### config.mk
export PLATFORM = sky130hd
export DESIGN_NAME = dwconv_3_3_1_ctrl
export DESIGN_NICKNAME = d
export VERILOG_FILES = /design/src/rtl/dwconv_pkg.sv /design/src/rtl/dwconv_win_counter.sv /design/src/rtl/dwconv_3_3_1_ctrl.sv
export SDC_FILE = /design/constraint.sdc
export NUM_CORES = 1
export LEC_CHECK = 0
export ABC_AREA = 1
export BUFFER_PORTS_ARGS = -buffer_cell sky130_fd_sc_hd__buf_2
export CAP_MARGIN = 5
export CORE_UTILIZATION = 61
export CTS_BUF_LIST = sky130_fd_sc_hd__clkbuf_4
export DETAILED_ROUTE_END_ITERATION = 10
export GPL_ROUTABILITY_DRIVEN = 1
export PLACE_DENSITY = 0.89
export SLEW_MARGIN = 20
export SYNTH_ARGS = -nofsm -noshare
export SYNTH_HDL_FRONTEND = slang
export SYNTH_SLANG_ARGS = --single-unit
### constraint.sdc
create_clock -name clk -period 4.55 [get_ports clk]
set_input_delay 0.455 -clock clk [delete_from_list [all_inputs] [get_ports clk]]
set_output_delay 0.455 -clock clk [all_outputs]
set_load 0.01 [all_outputs]
### src/rtl/dwconv_pkg.sv
// Shared definitions for the depthwise 3x3 convolution sequencer.
// Holds the sequencer FSM state encoding, the cell's tap count and default accumulator width,
// and a width helper that keeps single-valued coordinate fields one bit wide.
package dwconv_pkg;

    localparam int KERNELS = 9;
    localparam int ACC_W   = 32;

    typedef enum logic [1:0] {
        ST_IDLE  = 2'd0,
        ST_RUN   = 2'd1,
        ST_DRAIN = 2'd2,
        ST_DONE  = 2'd3
    } state_e;

    // $clog2(1) is 0, which would give a zero-width port when a dimension is 1.
    function automatic int clog2_min1(input int n);
        return (n > 1) ? $clog2(n) : 1;
    endfunction

endpackage

### src/rtl/dwconv_win_counter.sv
// Nested window coordinate counter: col fastest, then row, then channel; wraps to 0 after the last window.
// Ports: clr zeroes all coordinates, inc advances by one window, last flags the final window of a channel sweep.
// Single-cycle update; holds whenever inc is low, so the caller owns all stall handling.
module dwconv_win_counter #(
    parameter int IMG_W = 28,
    parameter int IMG_H = 28,
    parameter int CH    = 8
) (
    input  logic                                        clk,
    input  logic                                        rst_b,
    input  logic                                        clr,
    input  logic                                        inc,
    output logic [dwconv_pkg::clog2_min1(IMG_W)-1:0]    col,
    output logic [dwconv_pkg::clog2_min1(IMG_H)-1:0]    row,
    output logic [dwconv_pkg::clog2_min1(CH)-1:0]       ch,
    output logic                                        last
);
    import dwconv_pkg::*;

    localparam int COL_W = clog2_min1(IMG_W);
    localparam int ROW_W = clog2_min1(IMG_H);
    localparam int CH_W  = clog2_min1(CH);

    // A valid 3x3 window's top-left corner stops two short of each edge.
    localparam logic [COL_W-1:0] COL_MAX = COL_W'(IMG_W - 3);
    localparam logic [ROW_W-1:0] ROW_MAX = ROW_W'(IMG_H - 3);
    localparam logic [CH_W-1:0]  CH_MAX  = CH_W'(CH - 1);

    logic [COL_W-1:0] col_q, col_d;
    logic [ROW_W-1:0] row_q, row_d;
    logic [CH_W-1:0]  ch_q,  ch_d;

    always_comb begin
        col_d = col_q;
        row_d = row_q;
        ch_d  = ch_q;
        if (clr) begin
            col_d = '0;
            row_d = '0;
            ch_d  = '0;
        end else if (inc) begin
            if (col_q == COL_MAX) begin
                col_d = '0;
                if (row_q == ROW_MAX) begin
                    row_d = '0;
                    ch_d  = (ch_q == CH_MAX) ? '0 : ch_q + 1'b1;
                end else begin
                    row_d = row_q + 1'b1;
                end
            end else begin
                col_d = col_q + 1'b1;
            end
        end
    end

    always_ff @(posedge clk or negedge rst_b) begin
        if (!rst_b) begin
            col_q <= '0;
            row_q <= '0;
            ch_q  <= '0;
        end else begin
            col_q <= col_d;
            row_q <= row_d;
            ch_q  <= ch_d;
        end
    end

    assign col  = col_q;
    assign row  = row_q;
    assign ch   = ch_q;
    assign last = (col_q == COL_MAX) && (row_q == ROW_MAX) && (ch_q == CH_MAX);

endmodule

### src/rtl/dwconv_3_3_1_ctrl.sv
// Sequencer for the 9-tap depthwise 3x3 stride-1 cell: issues one window read per cycle,
// enables the cell, adds bias to the two partial sums and streams results out (valid/ready).
// Latency read->result 3 cycles; a stalled output (valid & !ready) freezes the whole pipeline.
// Ports: start/cfg_bias/busy/done control, rd_* window buffer request, mac_en/psum0/psum1 cell side,
// out_data/out_valid/out_ready/out_last result stream.
// Build option DWCONV_CTRL_RELU_EN: clamp negative results to 0.
module dwconv_3_3_1_ctrl #(
    parameter int IMG_W = 28,
    parameter int IMG_H = 28,
    parameter int CH    = 8,
    parameter int ACC_W = dwconv_pkg::ACC_W
) (
    input  logic                                        clk,
    input  logic                                        rst_b,
    input  logic                                        start,
    input  logic signed [ACC_W-1:0]                     cfg_bias,
    output logic                                        busy,
    output logic                                        done,
    output logic                                        rd_en,
    output logic [dwconv_pkg::clog2_min1(IMG_H)-1:0]    rd_row,
    output logic [dwconv_pkg::clog2_min1(IMG_W)-1:0]    rd_col,
    output logic [dwconv_pkg::clog2_min1(CH)-1:0]       rd_ch,
    output logic                                        mac_en,
    input  logic signed [ACC_W-1:0]                     psum0,
    input  logic signed [ACC_W-1:0]                     psum1,
    output logic signed [ACC_W-1:0]                     out_data,
    output logic                                        out_valid,
    input  logic                                        out_ready,
    output logic                                        out_last
);
    import dwconv_pkg::*;

    state_e state_q, state_d;
    logic   busy_q, busy_d, done_q, done_d;
    logic   v1_q, v1_d, l1_q, l1_d;
    logic   v2_q, v2_d, l2_q, l2_d;
    logic   out_valid_q, out_valid_d, out_last_q, out_last_d;
    logic signed [ACC_W-1:0] bias_q, bias_d, out_data_q, out_data_d;
    logic signed [ACC_W-1:0] sum, result;
    logic   stall, issue, cnt_clr, cnt_last;

    // Every stage moves in lockstep, so a blocked output is the only source of backpressure.
    assign stall   = out_valid_q & ~out_ready;
    assign issue   = (state_q == ST_RUN) & ~stall;
    assign cnt_clr = (state_q == ST_IDLE) & start;

    dwconv_win_counter #(
        .IMG_W (IMG_W),
        .IMG_H (IMG_H),
        .CH    (CH)
    ) u_cnt (
        .clk   (clk),
        .rst_b (rst_b),
        .clr   (cnt_clr),
        .inc   (issue),
        .col   (rd_col),
        .row   (rd_row),
        .ch    (rd_ch),
        .last  (cnt_last)
    );

    assign sum = psum0 + psum1 + bias_q;

    always_comb begin
        result = sum;
`ifdef DWCONV_CTRL_RELU_EN
        if (sum[ACC_W-1]) begin
            result = '0;
        end
`endif
    end

    always_comb begin
        v1_d        = v1_q;
        l1_d        = l1_q;
        v2_d        = v2_q;
        l2_d        = l2_q;
        out_valid_d = out_valid_q;
        out_last_d  = out_last_q;
        out_data_d  = out_data_q;
        if (!stall) begin
            v1_d        = issue;
            l1_d        = issue & cnt_last;
            v2_d        = v1_q;
            l2_d        = l1_q;
            out_valid_d = v2_q;
            out_last_d  = l2_q;
            if (v2_q) begin
                out_data_d = result;
            end
        end

        state_d = state_q;
        bias_d  = bias_q;
        case (state_q)
            ST_IDLE: begin
                if (start) begin
                    state_d = ST_RUN;
                    bias_d  = cfg_bias;
                end
            end
            ST_RUN: begin
                if (issue && cnt_last) begin
                    state_d = ST_DRAIN;
                end
            end
            ST_DRAIN: begin
                // Looking at next-cycle valids lets done land right after the final handshake.
                if (!v1_d && !v2_d && !out_valid_d) begin
                    state_d = ST_DONE;
                end
            end
            default: state_d = ST_IDLE;
        endcase

        busy_d = (state_d == ST_RUN) || (state_d == ST_DRAIN);
        done_d = (state_d == ST_DONE);
    end

    always_ff @(posedge clk or negedge rst_b) begin
        if (!rst_b) begin
            state_q     <= ST_IDLE;
            busy_q      <= 1'b0;
            done_q      <= 1'b0;
            bias_q      <= '0;
            v1_q        <= 1'b0;
            l1_q        <= 1'b0;
            v2_q        <= 1'b0;
            l2_q        <= 1'b0;
            out_valid_q <= 1'b0;
            out_last_q  <= 1'b0;
            out_data_q  <= '0;
        end else begin
            state_q     <= state_d;
            busy_q      <= busy_d;
            done_q      <= done_d;
            bias_q      <= bias_d;
            v1_q        <= v1_d;
            l1_q        <= l1_d;
            v2_q        <= v2_d;
            l2_q        <= l2_d;
            out_valid_q <= out_valid_d;
            out_last_q  <= out_last_d;
            out_data_q  <= out_data_d;
        end
    end

    assign busy      = busy_q;
    assign done      = done_q;
    assign rd_en     = issue;
    assign mac_en    = v1_q & ~stall;
    assign out_data  = out_data_q;
    assign out_valid = out_valid_q;
    assign out_last  = out_last_q;

endmodule

---- After elaboration in Yosys (flattened, before gate mapping) ----
Cells that the tools add are included.
word-level totals
  bits in registers ....................... 87
  bits of input ports ..................... 100
  output and inout port bits .............. 51
  logic and storage cells ................. 70
operators by class
  bitwise gates (word level) .............. 7
  reductions and logical operators ........ 17
  add/subtract/negate cells ............... 5
  mux-type cells .......................... 19
  equality and inequality tests ........... 8
operators with widths
  kind                                                                   count
  32-bit adder                                                           2
  5-bit two-way mux                                                      7
  3-bit two-way mux                                                      5
  5-bit by 1-bit adder with 5-bit output, second input constant          2
  5-bit equality test, second input constant                             2
  2-bit equality test, second input constant                             3
  2-bit two-way mux                                                      3
  2-bit one-hot mux with 3 select lines                                  1
  2-bit AND reduction                                                    3
  2-bit nonzero test                                                     3
  1-bit AND                                                              5
  1-bit logical AND                                                      5
  2-bit by 1-bit equality test with 1-bit output, second input constant  2
  3-bit by 1-bit adder with 3-bit output, second input constant          1
  3-bit equality test, second input constant                             1
  1-bit zero test                                                        3
  1-bit two-way mux                                                      3
  3-bit AND reduction                                                    1
  2-bit zero test                                                        1
  1-bit inverter                                                         2
  1-bit logical OR                                                       1

---- Longest topological paths before layout ----
  word-level depth ........................ 12
  depth in mapped cells ................... 15
  mapped depth without buffers ............ 15

---- By module ----
A second synthesis with hierarchy kept.
unflattened totals
  cells, all modules ...................... 882
  area total of the unflattened synthesis .. 6438.7 um^2
by module, submodules not included
  module              times used  area each (um^2)  cells each
  dwconv_3_3_1_ctrl   1           5629.1            786
  dwconv_win_counter  1           809.5             96

---- Least setup slack after synthesis ----
OpenSTA, ideal clock, no wires.
  path kind ............................... input-to-reg
  from .................................... input psum0[1]
  to ...................................... register out_data_q[29] (netlist: out_data[29])
  buffers on the path ..................... 0
  path slack .............................. 2.185 ns
  cell stages on the path ................. 11
  required time ........................... 4.433 ns
  arrival ................................. 2.248 ns
  cell sequence ........................... fa_1 -> ha_1 -> fa_1 -> nand3_1 -> nand3_1 -> nand3_1 -> nand3_2 -> nand2_1 -> nand3_1 -> nand3_1 -> nand2_1
between the ends
  cells in the longest elaborated chain, start to end .. 2
ends and longest elaborated chain
  item                       line                      RTL
  start: declaration         dwconv_3_3_1_ctrl.sv:24   input logic signed [ACC_W-1:0] psum0,
  32-bit adder (2 in a row)  dwconv_3_3_1_ctrl.sv:62   assign sum = psum0 + psum1 + bias_q;
  end signal: assignment     dwconv_3_3_1_ctrl.sv:144  out_data_q <= out_data_d;
  end: declaration           dwconv_3_3_1_ctrl.sv:38   logic signed [ACC_W-1:0] bias_q, bias_d, out_data_q, out_data_d;
Every way passes these cells.
A chain may end at the register's enable or synchronous reset.

---- Worst setup path in the final report ----
  from .................................... register bias_q[1]
  to ...................................... register out_data_q[21] (netlist: out_data[21])
between the ends
  cells in the longest elaborated chain, start to end .. 1
ends and longest elaborated chain
  item                      line                      RTL
  start: declaration        dwconv_3_3_1_ctrl.sv:38
  start signal: assignment  dwconv_3_3_1_ctrl.sv:137  bias_q <= bias_d;
  32-bit adder              dwconv_3_3_1_ctrl.sv:62
Every way passes these cells.

==> parameters.txt <==
Parameter                              Value

Run status
  Result of the run    complete, no violations

Yosys
  Synth Net Count    967
  Cell accounting for the most synthesized area    sky130_fd_sc_hd__dfrtp_1
  Summed instance area of the synthesized netlist    0.00634 sq mm
  Number of synthesis warnings    0
  Post-synth top area share    34.3%
  Share of synthesized area occupied by flip-flops and latches    34.3%
  Post-synthesis sequential element count    87
  Synth area leaders    sky130_fd_sc_hd__dfrtp_1 (34%), sky130_fd_sc_hd__nand2_1 (16%), sky130_fd_sc_hd__fa_1 (10%)
  Synthesized area per cell    7.94 sq um
  Post-Syn Instances    798
  Number of different library cells in the post-synthesis netlist    35

Timing
  Slew Viols, Final    0
  Post-route clock period utilization    55.6%
  Worst slew pin tran    790 ps
  Number of hold violations in the final report    0
  Total Negative Setup Slacks    0 ps
  Worst slew margin    47.2%
  Setup Skew    8.56 ps
  Max frequency    395 MHz
  Worst Hold Slack    229 ps
  Number of failing setup endpoints in the final timing report    0
  RSZ-0062 raised after global routing    no
  Post-route minimum period    2530 ps

Run
  Number of max-capacitance violations reported    0

Routing
  Iteration-0 DRC Markers    341
  WL final    15.3 mm
  Detailed-route DRC error count    0
  Via count    5716
  Detailed-route wire length per cell    14.0 microns
  TritonRoute pass-1 iters    5
  Count of nets left with antenna violations after detail routing    0
  Detailed-route vias per instance    5.24

Die
  Die area    0.0108 sq mm
  Placeable Area    0.00991 sq mm
  Num rows    36
  I/O pins    151
  Initial cell density of the core    64.0%
  Width of the chip    104 microns
  Vert. Die Dim    104 microns

Power
  Lkg Pwr    4.15 nW
  Power density over cell area    785 mW/mm^2
  Pwr Total    5.79 mW
  Worst vdd ir    0.000363 V

Worst setup path
  Startpoint-to-endpoint class of the critical path    reg -> reg
  Worst EP required    4940 ps
  CP Max Fanout    4
  Data arrival time of the critical path    2930 ps
  Critical path capture point type    register
  Startpoint class of the critical path    register

Final layout
  Fin nets    1122
  Fill cell total of the finished layout    820
  Layout area overhead    16.4%
  Antenna diode count    0
  Final Util    74.4%
  Fraction of final layout cells sized beyond drive strength 1    23.7%
  Post-Layout Cell Count    1091

Clock network
  CTS Root Buffer Type    sky130_fd_sc_hd__clkbuf_4
  Total CTS buffers    9
  Register clock-pin slew on the reported worst setup and hold paths    150 ps
  Post-CTS Repair Setup Buffers    0
  Source-to-sink clock delay at the later pin of the worst-skew pair    450 ps
  CTS H-tree depth    3
  Sinks on the clock net    87
  Bufs on Longest Clock Path    2
  Clock tree from TritonCTS    done

Place
  Count of placed standard cells including taps    1074
  HPWL after detailed placement    12.2 mm
  Number of buffers inserted by port buffering    150
  Placer's final routability congestion estimate    0.921

GRT
  Antenna violations before repair    0
  Global-route wire length before repair    25.4 mm
  Maximum number of pins on one net before global-route repair    48
  Overall overflow remaining after global route    0
  Overall Global Routing Usage    29.5%
  Vias in the first global route    5564

Min path
  Path class of the lowest-slack min-delay path    in -> reg
[path summary, 6_finish.rpt]
check	start	end	slack [ps]	cells after the start
min in group asynchronous	rst_b	u_cnt.row[0]	510	2
max in group asynchronous	rst_b	u_cnt.col[1]	3050	3
min reg2reg	out_data[2]	out_data[2]	490	2
max reg2reg	bias_q[1]	out_data[21]	2020	12
max	bias_q[1]	out_data[21]	2020	12
min	cfg_bias[4]	bias_q[4]	230	2
[registers in the layout, indices dropped and copies added, names as in the netlist, 2 cells and up]
signal and cells:
bias_q 32, u_cnt.col 5, out_data 32, u_cnt.ch 3, state_q 2, u_cnt.row 5
[through the flow]
stage | setup WS (ps) | instance area, sq um
global route | 1860 | 7380
global placement | 1950 | 7230
finish | 2020 | 7380
detailed placement | 1850 | 7230
floorplan | 2180 | 6340
CTS | 2040 | 7380
[logic make-up (layout without fill, tap and decap cells)]
family	after synthesis	after routing	share of synthesized area [%]
AOI/OAI and AO/OA	59	59	5.23
xor gates and xnor gates	19	19	2.62
adders and majority gates	69	69	17.4
buffers and inverters	133	293	8.09
DFF	87	87	34.3
muxes	32	32	5.66
and+or+nand+nor	399	399	26.6
[Yosys cell counts]
cell type and instances:
sky130_fd_sc_hd__buf_2 8, sky130_fd_sc_hd__dfrtp_1 87, sky130_fd_sc_hd__inv_2 2, sky130_fd_sc_hd__a211oi_1 1, sky130_fd_sc_hd__nand4_1 4, sky130_fd_sc_hd__xor2_1 4
sky130_fd_sc_hd__a21oi_1 24, sky130_fd_sc_hd__o311ai_0 1, sky130_fd_sc_hd__nand2_2 12, sky130_fd_sc_hd__and2_0 1, sky130_fd_sc_hd__o22ai_1 2, sky130_fd_sc_hd__o21ai_0 15
sky130_fd_sc_hd__buf_4 1, sky130_fd_sc_hd__nand2_1 265, sky130_fd_sc_hd__nand3_2 6, sky130_fd_sc_hd__nand3b_1 4, sky130_fd_sc_hd__inv_1 122, sky130_fd_sc_hd__nand3_1 50
sky130_fd_sc_hd__fa_1 32, sky130_fd_sc_hd__a31oi_1 2, sky130_fd_sc_hd__nor3b_1 1, sky130_fd_sc_hd__ha_1 37, sky130_fd_sc_hd__nand2_4 1, sky130_fd_sc_hd__mux2i_1 1
sky130_fd_sc_hd__nor2_2 4, sky130_fd_sc_hd__o21ai_1 8, sky130_fd_sc_hd__o21ai_2 1, sky130_fd_sc_hd__mux2_2 31, sky130_fd_sc_hd__nor3_1 4, sky130_fd_sc_hd__a21o_1 1
sky130_fd_sc_hd__o21bai_1 3, sky130_fd_sc_hd__xnor2_1 15, sky130_fd_sc_hd__nor2_1 46, sky130_fd_sc_hd__nor2_4 1, sky130_fd_sc_hd__a21oi_4 1
[per-layer routing]
metal	up-vias	routed length (microns)	GRT usage (%)
met5	-	0	0
met4	0	285	9.49
met3	27	1390	7.64
met2	246	7130	48.2
met1	2632	6530	38.5
li1	2811	-	-
[area by class of cell]
class                           instances  area, sq um  area share [%]
Sequential cell                        87         2180            29.5
Clock inverter                          7         72.6           0.984
Clock buffer                            9         67.6           0.916
Multi-Input combinational cell        578         3650            49.5
Timing Repair Buffer                  153          778            10.5
Inverter                              124          465            6.31
Tap cell                              133          166            2.26
[power breakdown]
group / total [mW] / internal (mW) / switching [mW]
Sequential: 1.40 / 1.15 / 0.250
Clock: 0.458 / 0.168 / 0.289
Combinational: 3.94 / 1.53 / 2.41
Total: 5.79 / 2.85 / 2.95
[placed cells by master (no fill, tap or decap), types with 15 or more instances in the layout]
| cell | instances |
|---|---|
| sky130_fd_sc_hd__buf_2 | 149 |
| sky130_fd_sc_hd__ha_1 | 37 |
| sky130_fd_sc_hd__nand3_1 | 50 |
| sky130_fd_sc_hd__a21oi_1 | 24 |
| sky130_fd_sc_hd__nor2_1 | 46 |
| sky130_fd_sc_hd__nand2_1 | 265 |
| sky130_fd_sc_hd__dfrtp_1 | 87 |
| sky130_fd_sc_hd__o21ai_0 | 15 |
| sky130_fd_sc_hd__xnor2_1 | 15 |
| sky130_fd_sc_hd__mux2_2 | 31 |
| sky130_fd_sc_hd__inv_1 | 122 |
| sky130_fd_sc_hd__fa_1 | 32 |
[critical path, stage by stage (launching register included)]
cell	delay (ps)
sky130_fd_sc_hd__dfrtp_1	430
sky130_fd_sc_hd__fa_1	440
sky130_fd_sc_hd__ha_1	260
sky130_fd_sc_hd__fa_1	460
sky130_fd_sc_hd__nand3_1	120
sky130_fd_sc_hd__nand3_1	140
sky130_fd_sc_hd__nand3_1	120
sky130_fd_sc_hd__nand3_2	110
sky130_fd_sc_hd__nand3_1	110
sky130_fd_sc_hd__nand2_1	60
sky130_fd_sc_hd__nand2_1	60
sky130_fd_sc_hd__nand3_1	80
sky130_fd_sc_hd__nand2_1	90
[repair_timing]
item / 4_1_cts / 5_1_grt
gates resized for setup: 0 / 0
hold buffers: 1 / 0
setup endpoints to repair: 0 / 0
hold endpoints to repair: 40 / 0
Note: power is estimated with default switching activity, not from simulation.
